--- config.mk ---
export PLATFORM = sky130hd
export DESIGN_NAME = host_link_scheduler
export DESIGN_NICKNAME = d
export VERILOG_FILES = /design/src/rtl/host_link_scheduler.sv
export SDC_FILE = /design/constraint.sdc
export NUM_CORES = 1
export LEC_CHECK = 0
export CAP_MARGIN = 0
export CELL_PAD_IN_SITES_DETAIL_PLACEMENT = 2
export CELL_PAD_IN_SITES_GLOBAL_PLACEMENT = 2
export CORE_AREA = 5 5 76 78
export DETAILED_ROUTE_END_ITERATION = 10
export DIE_AREA = 0 0 81 83
export PLACE_DENSITY_LB_ADDON = 0.1
export SYNTH_ARGS = -nofsm -noshare
export SYNTH_HDL_FRONTEND = slang
export SYNTH_SLANG_ARGS = --single-unit
--- constraint.sdc ---
create_clock -name i_clk -period 3.6 [get_ports i_clk]
set_input_delay 0.36 -clock i_clk [delete_from_list [all_inputs] [get_ports i_clk]]
set_output_delay 0.36 -clock i_clk [all_outputs]
set_load 0.03 [all_outputs]
--- src/rtl/host_link_scheduler.sv ---
// Host link lane sequencer: staggered serializer release, per-lane request-cadence watchdog
// with whole-link restart on timing faults, and gap-limited aux word insertion on the last lane.
module host_link_scheduler #(
   parameter int unsigned NUM_LANES   = 2,
   parameter int unsigned WORD_CYCLES = 30,
   parameter int unsigned START_DELAY = 5,
   parameter int unsigned AUX_MIN_GAP = 8
) (
   input  logic                 i_clk,
   input  logic                 i_reset,
   input  logic [NUM_LANES-1:0] i_data_read,
   input  logic                 i_aux_valid,
   output logic [NUM_LANES-1:0] o_lane_reset,
   output logic [NUM_LANES-1:0] o_sample,
   output logic                 o_aux_sel,
   output logic                 o_aux_ack,
   output logic                 o_locked,
   output logic                 o_fault,
   output logic [7:0]           o_restart_count
);

   localparam int unsigned STAGGER = WORD_CYCLES / NUM_LANES;
   localparam int unsigned START_MAX = START_DELAY + (NUM_LANES - 1) * STAGGER;
   localparam int unsigned CNT_W = $clog2(START_MAX + 2);
   localparam int unsigned WD_W = $clog2(WORD_CYCLES + 1);
   localparam int unsigned GAP_W = $clog2(AUX_MIN_GAP + 1);
   localparam int unsigned LAST = NUM_LANES - 1;

   localparam logic [CNT_W-1:0] CNT_MAX = CNT_W'(START_MAX);
   localparam logic [WD_W-1:0] WD_LAST = WD_W'(WORD_CYCLES - 1);
   localparam logic [GAP_W-1:0] GAP_MAX = GAP_W'(AUX_MIN_GAP);

   typedef enum logic [1:0] {StStartup, StRun, StFault} state_e;

   state_e               state_q;
   logic [CNT_W-1:0]     start_cnt_q, start_cnt_d;
   logic [NUM_LANES-1:0] lane_reset_q, lane_reset_d;
   logic [WD_W-1:0]      wd_q [NUM_LANES];
   logic [NUM_LANES-1:0] first_seen_q;
   logic [NUM_LANES-1:0] lane_fault;
   logic [GAP_W-1:0]     gap_q;
   logic                 locked_q;
   logic                 fault_q;
   logic [7:0]           restart_q;
   logic                 fault;
   logic                 sample_last;
   logic                 grant;

   // Cadence check: a released lane must request exactly on its last watchdog count.
   always_comb begin
      lane_fault = '0;
      for (int unsigned k = 0; k < NUM_LANES; k++) begin
         if (!lane_reset_q[k] && state_q != StFault) begin
            if (wd_q[k] == WD_LAST) begin
               lane_fault[k] = !i_data_read[k];
            end else begin
               lane_fault[k] = i_data_read[k] & first_seen_q[k];
            end
         end
      end
   end

   assign fault = |lane_fault;

   always_comb begin
      start_cnt_d = start_cnt_q;
      if (fault) begin
         start_cnt_d = '0;
      end else begin
         case (state_q)
            StStartup: begin
               if (start_cnt_q != CNT_MAX) start_cnt_d = start_cnt_q + CNT_W'(1);
            end
            StRun: start_cnt_d = start_cnt_q;
            default: start_cnt_d = '0;
         endcase
      end
      // Lane resets follow the next counter value so they come out of a flop.
      for (int unsigned k = 0; k < NUM_LANES; k++) begin
         lane_reset_d[k] = fault || (start_cnt_d < CNT_W'(START_DELAY + k * STAGGER));
      end
   end

   assign sample_last = i_data_read[LAST] & ~lane_reset_q[LAST];
   // A same-cycle fault drops lock, so it also cancels the aux grant.
   assign grant = sample_last & i_aux_valid & locked_q & (gap_q == GAP_MAX) & ~fault;

   always_ff @(posedge i_clk) begin
      if (i_reset) begin
         state_q      <= StStartup;
         start_cnt_q  <= '0;
         lane_reset_q <= '1;
         first_seen_q <= '0;
         for (int unsigned k = 0; k < NUM_LANES; k++) wd_q[k] <= '0;
         locked_q     <= 1'b0;
         fault_q      <= 1'b0;
         restart_q    <= 8'd0;
         gap_q        <= '0;
      end else begin
         start_cnt_q  <= start_cnt_d;
         lane_reset_q <= lane_reset_d;

         for (int unsigned k = 0; k < NUM_LANES; k++) begin
            if (fault || lane_reset_q[k]) begin
               wd_q[k]         <= '0;
               first_seen_q[k] <= 1'b0;
            end else if (i_data_read[k]) begin
               wd_q[k]         <= '0;
               first_seen_q[k] <= 1'b1;
            end else begin
               wd_q[k] <= wd_q[k] + WD_W'(1);
            end
         end

         if (fault) begin
            state_q  <= StFault;
            fault_q  <= 1'b1;
            locked_q <= 1'b0;
            gap_q    <= '0;
            if (restart_q != 8'hFF) restart_q <= restart_q + 8'd1;
         end else begin
            case (state_q)
               StStartup: begin
                  if (start_cnt_q == CNT_MAX) state_q <= StRun;
               end
               StRun: begin
                  if (&first_seen_q) locked_q <= 1'b1;
               end
               default: begin
                  state_q <= StStartup;
                  gap_q   <= '0;
               end
            endcase
            if (sample_last) begin
               if (grant) begin
                  gap_q <= '0;
               end else if (gap_q != GAP_MAX) begin
                  gap_q <= gap_q + GAP_W'(1);
               end
            end
         end
      end
   end

   assign o_lane_reset    = lane_reset_q;
   assign o_sample        = i_data_read & ~lane_reset_q;
   assign o_aux_sel       = grant;
   assign o_aux_ack       = grant;
   assign o_locked        = locked_q;
   assign o_fault         = fault_q;
   assign o_restart_count = restart_q;

endmodule

**Yosys cells after proc, flatten, opt, wreduce, memory -nomap -nowiden**

Memory sizes are Yosys's and may differ from the RTL's.
Cells that the tools add are included.

- $add $sub $neg: 5
- Order comparisons: 2
- Eq/ne operators: 12
- Multiplexer cells: 44
- Bitwise gates (word level): 18
- Reduce and logical (&&, ||, !) cells: 20

Operators with widths:

| operator | number |
|---|---|
| 5-bit 2-to-1 mux | 8 |
| 1-bit 2-to-1 mux | 28 |
| 4-bit 2-to-1 mux | 4 |
| 5-bit by 1-bit adder with 5-bit output (second input constant) | 3 |
| 5-bit == test (second input constant) | 3 |
| 5-bit case mux with 2 select lines | 1 |
| 8-bit by 1-bit adder with 8-bit output (second input constant) | 1 |
| 8-bit != test (second input constant) | 1 |
| 2-bit OR reduction | 4 |
| 1-bit bitwise AND | 7 |
| 2-bit != test (second input constant) | 3 |
| 1-bit OR | 6 |
| 2-bit AND reduction | 3 |
| 5-bit by 3-bit < comparator with 1-bit output (second input constant) | 1 |
| 5-bit < comparator (second input constant) | 1 |
| 5-bit != test (second input constant) | 1 |
| 4-bit by 1-bit adder with 4-bit output (second input constant) | 1 |
| 4-bit == test (second input constant) | 1 |
| 1-bit logical NOT | 4 |
| 1-bit logical OR | 4 |
| 2-bit 2-to-1 mux | 2 |
| 4-bit != test (second input constant) | 1 |
| 2-bit case mux with 2 select lines | 1 |
| 3-bit != test (second input constant) | 1 |
| other kinds (8) | 11 |

- Register bits: 25
- Memory bits (writable): 10
- Bits of input ports: 5
- Output and inout port bits: 16
- Logic and storage cells: 112
- Memories: 1

Memories:

| memory | words | bits a word | rd ports | clocked after memory_dff | wr ports | RTL line | text |
|---|---|---|---|---|---|---|---|
| wd_q | 2 | 5 | 2 | 0 | 2 | 38 | `logic [WD_W-1:0] wd_q [NUM_LANES];` |

**Logic depth before layout (Yosys ltp)**

Gate-level depths: netlist of the first run.

- Word-level depth: 11
- Depth in mapped cells: 8
- Mapped depth without buffers: 7

**Worst setup path after synthesis of the first run**

Ideal clock, no wire load.

- Path kind: register to output
- Start point: memory wd_q[1][1] (netlist bit)
- End point: output o_aux_sel
- Data arrival time: 2.091 ns
- Required time: 3.240 ns
- Setup slack: 1.149 ns
- Cell stages (with the launch flop): 7
- Path buffers: 1
- Cell sequence: edfxtp_1 > inv_1 > ha_1 > nand4_2 > mux2i_2 > a221oi_1 > buf_4

RTL lines:

| what | RTL line | text |
|---|---|---|
| from (decl) | 38 |  |
| to (decl) | 15 | `output logic o_aux_sel,` |

**Worst setup path after layout of the first run**

- Start point: input i_data_read[1]
- End point: output o_aux_ack

- Word-level cells in the longest chain between the ends: 6
- Elaborated cells between the ends (all ways): 11
- Those cells by class: mux: 2; bitwise: 7; reduce/logical: 2

RTL lines:

| what | RTL line | text |
|---|---|---|
| from (decl) | 11 | `input logic [NUM_LANES-1:0] i_data_read,` |
| 1-bit bitwise AND or 1-bit logical NOT (tied branches) | 57, 55 |  |
| 1-bit 2-to-1 mux | 54 | `if (wd_q[k] == WD_LAST) begin` |
| 1-bit 2-to-1 mux | 53 | `if (!lane_reset_q[k] && state_q != StFault) begin` |
| 2-bit OR reduction | 63 | `assign fault = \|lane_fault;` |
| 1-bit NOT | 86 | `assign grant = sample_last & i_aux_valid & locked_q & (gap_q == GAP_MAX) & ~fault;` |
| 1-bit bitwise AND * | 86 |  |
| to (decl) | 16 | `output logic o_aux_ack,` |

Every way passes the cells marked *; elsewhere a longest branch is shown, timed or not.

==> run summary, run 1 <==
- **buffer levels on the longest clock path** 2
- **worst setup path startpoint** i_data_read[1]
- **antenna violations before repair** 0
- **synthesized netlist cell count** 184
- **overall die width** 81 um
- **critical path start-end classification** input port to output port
- **placed insts** 277
- **via count of the first global-routing pass** 1558
- **area growth from synthesis to layout** 19.7%
- **I/O pin cnt** 21
- **TritonCTS clock tree** built
- **initial cell density of the core** 35.5%
- **largest net degree at the start of global routing** 19
- **routed vias/inst** 5.09
- **Worst Skew** 8.69 ps
- **EDFF count, synth** 10
- **final number of max-transition violations** 0
- **synth unique cells** 50
- **clock root cell** sky130_fd_sc_hd__clkbuf_8
- **CP arrival** 2570 ps
- **count of TritonRoute iterations in the first routing pass** 4
- **Top cell by count, worst path** sky130_fd_sc_hd__clkdlybuf4s50_1
- **clock-pin slew reported for the worst setup and hold paths after clock tree synthesis** 70 ps
- **minimum setup slack among reg-to-reg paths** 1210 ps
- **antenna diode count** 0
- **Leak** 0.780 nW
- **ys async rst share** 0%
- **global-route wire length before repair** 7230 um
- **final routed DRC violation total** 0
- **min Tclk post-route** 2930 ps
- **capture point of the worst path** o_aux_ack
- **post-CTS setup buffers** 0
- **worst slew slack as a fraction of its limit** 47.2%
- **crit-path max FO** 7
- **Most used DFF post-synth** sky130_fd_sc_hd__dfxtp_1
- **total detailed-routing wirelength** 4250 um
- **total overflow reported by the global router** 0
- **global-route track usage on met3** 3.90%
- **routed wire length per instance** 14.9 um
- **Sum Neg Setup Slack** 0 ps
- **die height** 83 um
- **Nets** 228
- **Cell Chain, Critical Path** clkdlybuf4s50_1 -> nor2b_1 -> nand4_1 -> a221oi_1 -> clkdlybuf4s50_1
- **most used routing layer** met2
- **Detail Route Antenna Nets** 0
- **input/output buffers** 20
- **Max Freq** 0.341 GHz
- **Avg Synthesized Cell Area** 9.66 um2
- **transition at the pin with the smallest max-transition slack** 791 ps
- **share of the clock period used by the worst path** 81.4%
- **capturing point of the worst reg2reg path** wd_q[0][1]$_SDFFCE_PN0P_
- **worst vdd rail ir drop** 0.000172 V
- **met2 usage** 23.6%
- **slowest stage cell, crit path** sky130_fd_sc_hd__clkdlybuf4s50_1
- **status** complete, no violations
- **cell area after synthesis** 1780 um2
- **R2R depth** 7
- **CTS sink cnt** 35
- **startpoint type of the worst setup path** input port
- **setup violation total in the final timing report** 0
- **commonest non-fill, non-tap cells in the layout** sky130_fd_sc_hd__nor2_1, sky130_fd_sc_hd__dfxtp_1, sky130_fd_sc_hd__clkdlybuf4s50_1, sky130_fd_sc_hd__inv_1
- **count of final hold-check violations** 0
- **FP Rows** 26
- **clock latency reported for the late side of the worst-skew pair** 280 ps
- **Via Count** 1452
- **number of synthesized register bits** 35
- **post-detail-place hpwl** 3260 um
- **share of synthesized area occupied by flip-flops and latches** 45.1%
- **DIE AREA** 6720 um2
- **Post-CTS Resized** 0
- **number of violations reported at the end of detailed-routing iteration 0** 72
- **met1 routing resource usage after global routing** 15.9%
- **final estimated routing congestion in global placement** 0.747
- **CTS H-tree depth** 2
- **reg2reg start** wd_q[1][1]$_SDFFCE_PN0P_
- **total CTS buffers** 5
- **crit end category** output port
- **critical path data required time** 3240 ps
- **total power draw** 0.000736 W
- **power density over the cells** 346 nW/um2
- **count of hold buffers inserted by post-cts repair** 0
- **Worst Hold Class** register to register
- **synthesis warning total** 0
- **final cell count without fillers** 285
- **Hold Worst Slack** 457 ps
- **area of the core** 5010 um2
- **max_cap viols** 0
- **RSZ-0062 raised after global routing** no
- **longest individual stage delay on the worst path** 740 ps
- **global-route usage over all layers** 13.7%
- **layout cell share with drive strength beyond 1** 7.91%
where the power goes:
part	total (W)	switching [W]	leakage, nW	internal (W)
clock network	0.000268	0.000133	0.0422	0.000136
registers	0.000423	0.0000104	0.305	0.000413
logic	0.0000444	0.0000249	0.432	0.0000195
total	0.000736	0.000168	0.780	0.000568
state kept, by name, summed over array words and instances (netlist names):
signal,flops
state_q,2
wd_q,10
start_cnt_q,5
o_restart_count,8
o_locked,1
o_lane_reset,2
gap_q,4
first_seen_q,2
o_fault,1
per-stage QoR:
step,setup WS [ps],utilization [%],instance area (um2)
2_1_floorplan,1150,-,1810
3_3_place_gp,699,40.8,2050
3_5_place_dp,633,40.8,2050
4_1_cts,633,42.5,2130
5_1_grt,427,42.5,2130
6_report,670,42.5,2130
critical path, delay by kind of cell:
family          cells  cell delay [ps]
compound gates      1              300
buf+inv             2             1290
simple gates        2              620
Yosys cell counts (all sizes together), types with 2 or more instances:
cell type	number	share of area, %
nor2	26	5.6
dfxtp	25	28
inv	11	2.3
edfxtp	10	17
nand3	10	2.8
ha	9	6.3
nand2	9	2.0
a21oi	8	2.3
nor3	7	2.0
xor2	5	2.5
buf	4	1.9
mux2i	4	2.7
nor2b	4	1.4
o21ai	4	1.1
xnor2	4	2.0
nand4	3	1.4
o31ai	3	1.3
or4	3	1.3
a221oi	2	0.99
a22oi	2	1.1
a31oi	2	0.70
a41oi	2	0.99
and2	2	0.70
and2b	2	0.92
clkbuf	2	0.99
nand3b	2	0.84
nand4b	2	0.99
nor4	2	0.70
o41ai	2	0.99
how the worst min path moves through the flow:
stage          cells after the start                         start  slack (ps)                            to
6_report                           2          o_fault$_SDFFE_PP0P_         460          o_fault$_SDFFE_PP0P_
5_1_grt                            2          o_fault$_SDFFE_PP0P_         470          o_fault$_SDFFE_PP0P_
4_1_cts                            2          o_fault$_SDFFE_PP0P_         460          o_fault$_SDFFE_PP0P_
3_5_place_dp                       2          o_fault$_SDFFE_PP0P_         450          o_fault$_SDFFE_PP0P_
3_3_place_gp                       2          o_fault$_SDFFE_PP0P_         440          o_fault$_SDFFE_PP0P_
2_1_floorplan                      2  first_seen_q[0]$_SDFFE_PP0P_         480  first_seen_q[0]$_SDFFE_PP0P_
cells by family (layout without fill, tap and decap cells):
| group | after synthesis | in the layout | synth area share (%) |
|---|---|---|---|
| flip-flops | 35 | 35 | 45.1 |
| adder cells (fa/ha/maj) | 9 | 9 | 6.34 |
| other | 1 | 10 | 0.211 |
| XOR/XNOR | 9 | 9 | 4.44 |
| buffers and inverters | 18 | 40 | 5.70 |
| multiplexers | 5 | 5 | 3.31 |
| AND/OR/NAND/NOR | 77 | 77 | 23.0 |
| AO/OA/AOI/OAI | 30 | 30 | 11.9 |
layout make-up:
type	instances	area, um2
clock inverter	1	5.00
tap	70	87.6
multi-input combinational	140	908
clock buffer	7	76.3
sequential	35	801
timing repair buffer	21	208
fill	584	2880
inverter	11	41.3
per-layer routing:
metal,part of all wire (%),vias up
li1,-,710
met1,44,718
met2,53,20
met3,3.1,4
met4,0.75,0
met5,0,-
Power figures use the tool's default switching activity.
==> run 2, diff against run 1 <==
- CORE_AREA: 5 5 76 78 -> 5 5 78 80
- DIE_AREA: 0 0 81 83 -> 0 0 83 85
- clock period: 3.6 -> 2.9 ns (I/O delays scaled with it)
==> run summary, run 2 (synthesized netlist as in run 1, its figures left out) <==
- **clock group share of total power** 37.0%
- **number of violations reported at the end of detailed-routing iteration 0** 11
- **Reg power frac** 56.8%
- **startpoint type of the worst setup path** register
- **Largest register FFs** 10
- **global-route track usage on met3** 3.20%
- **count of TritonRoute iterations in the first routing pass** 4
- **share of the clock period used by the worst path** 93.4%
- **via count of the first global-routing pass** 1652
- **area taken by flip-flops and latches** 801 um2
- **layout cell share with drive strength beyond 1** 9.22%
- **crit end category** output port
- **DIE AREA** 7060 um2
- **buffer levels on the longest clock path** 2
- **power density over the cells** 431 nW/um2
- **critical path start-end classification** register to output port
- **routed vias/inst** 4.97
- **Logic pwr share** 6.1%
- **clock root cell** sky130_fd_sc_hd__clkbuf_8
- **Placed Area** 2060 um2
- **global-route wire length before repair** 7930 um
- **Net Switching** 0.000218 W
- **routed wire length per instance** 15.5 um
- **most used routing layer** met2
- **TritonCTS clock tree** built
- **Top reg by flops** wd_q
- **Worst Hold Class** register to register
- **commonest non-fill, non-tap cells in the layout** sky130_fd_sc_hd__nor2_1, sky130_fd_sc_hd__dfxtp_1, sky130_fd_sc_hd__clkdlybuf4s50_1, sky130_fd_sc_hd__inv_1
- **final estimated routing congestion in global placement** 0.750
- **FP Rows** 27
- **placed insts** 281
- **final non-filler cell area** 2140 um2
- **final routed DRC violation total** 0
- **post-CTS setup buffers** 0
- **total detailed-routing wirelength** 4480 um
- **worst vdd rail ir drop** 0.000180 V
- **initial cell density of the core** 33.3%
- **met2 usage** 26.2%
- **Internal** 0.000706 W
- **Worst Skew** 4.80 ps
- **CTS sink cnt** 35
- **transition at the pin with the smallest max-transition slack** 761 ps
- **input/output buffers** 20
- **Post-CTS Resized** 0
- **total CTS buffers** 5
- **Nets** 230
- **count of hold buffers inserted by post-cts repair** 0
- **I/O pin cnt** 21
- **met1 routing resource usage after global routing** 15.0%
- **crit-path max FO** 3
- **final core occ** 40.1%
- **max_cap viols** 0
- **final cell count without fillers** 289
- **critical path data required time** 2610 ps
- **final number of max-transition violations** 0
- **total overflow reported by the global router** 0
- **Via Count** 1436
- **CTS H-tree depth** 2
- **largest net degree at the start of global routing** 19
- **Detail Route Antenna Nets** 0
- **number of fillers in the final layout** 618
- **overall die width** 83 um
- **area of the multi-input gates** 908 um2
- **antenna diode count** 0
- **global-route usage over all layers** 13.9%
- **Sum Neg Setup Slack** 0 ps
- **status** complete, no violations
- **area of the core** 5340 um2
- **clock latency reported for the late side of the worst-skew pair** 280 ps
- **count of final hold-check violations** 0
- **worst slew slack as a fraction of its limit** 49.3%
- **RSZ-0062 raised after global routing** no
- **min Tclk post-route** 2710 ps
- **Leak** 0.792 nW
- **die height** 85 um
- **post-detail-place hpwl** 3500 um
- **Max Freq** 0.369 GHz
- **clock-pin slew reported for the worst setup and hold paths after clock tree synthesis** 70 ps
- **antenna violations before repair** 0
- **CP arrival** 2420 ps
- **area growth from synthesis to layout** 20.6%
- **setup violation total in the final timing report** 0
- **switching part of the total** 23.6%
run 2: cell types whose count changed in the layout (fill, tap and decap cells not counted):
| cell | before | now |
|---|---|---|
| sky130_fd_sc_hd__clkdlybuf4s50_1 | 20 | 19 |
| sky130_fd_sc_hd__buf_4 | 1 | 4 |
run 2: routing by layer:
metal / up-vias / routed length [um]
met5: - / 0
met4: 0 / 85
met3: 7 / 101
met2: 17 / 2340
met1: 701 / 1960
li1: 711 / -
run 2: path summary, 6_finish.rpt:
path / start / end / slack (ps) / cells after the start
setup reg to reg: wd_q[1][1]$_SDFFCE_PN0P_ / wd_q[0][1]$_SDFFCE_PN0P_ / 500 / 7
hold reg to reg: o_fault$_SDFFE_PP0P_ / o_fault$_SDFFE_PP0P_ / 460 / 2
setup / recovery: wd_q[1][1]$_SDFFCE_PN0P_ / o_aux_sel / 190 / 6
hold / removal: o_fault$_SDFFE_PP0P_ / o_fault$_SDFFE_PP0P_ / 460 / 2
run 2: power groups by stage:
stage          Combinational, W  Clock (W)  Sequential, W
6_report              0.0000565   0.000342       0.000525
2_1_floorplan         0.0000334          0       0.000534
3_5_place_dp          0.0000570          0       0.000536
4_1_cts               0.0000574   0.000362       0.000525
3_3_place_gp          0.0000547          0       0.000535
5_1_grt               0.0000645   0.000382       0.000527
run 2: area by class of cell:
cell class | instances | area share (%)
well taps | 72 | 4.21
clock buffers | 7 | 3.56
repair buffers | 23 | 10.3
flip-flops and latches | 35 | 37.4
clock inverters | 1 | 0.234
multi-input cells | 140 | 42.4
inverters | 11 | 1.93
run 2: through the flow:
| stage | worst slack (ps) | hold slack (ps) | power [W] |
|---|---|---|---|
| 6_report | 190 | 463 | 0.000924 |
| 5_1_grt | 42.2 | 507 | 0.000974 |
| 4_1_cts | 110 | 464 | 0.000945 |
| 3_5_place_dp | 198 | 453 | 0.000593 |
| 3_3_place_gp | 292 | 433 | 0.000590 |
| 2_1_floorplan | 519 | 449 | 0.000568 |
run 2: critical path: stages, from the launching register on:
cell                              delay (ps)
sky130_fd_sc_hd__edfxtp_1                420
sky130_fd_sc_hd__inv_1                    80
sky130_fd_sc_hd__ha_1                    160
sky130_fd_sc_hd__nand4_2                 130
sky130_fd_sc_hd__mux2i_2                 200
sky130_fd_sc_hd__a221oi_1                390
sky130_fd_sc_hd__clkdlybuf4s50_1         750
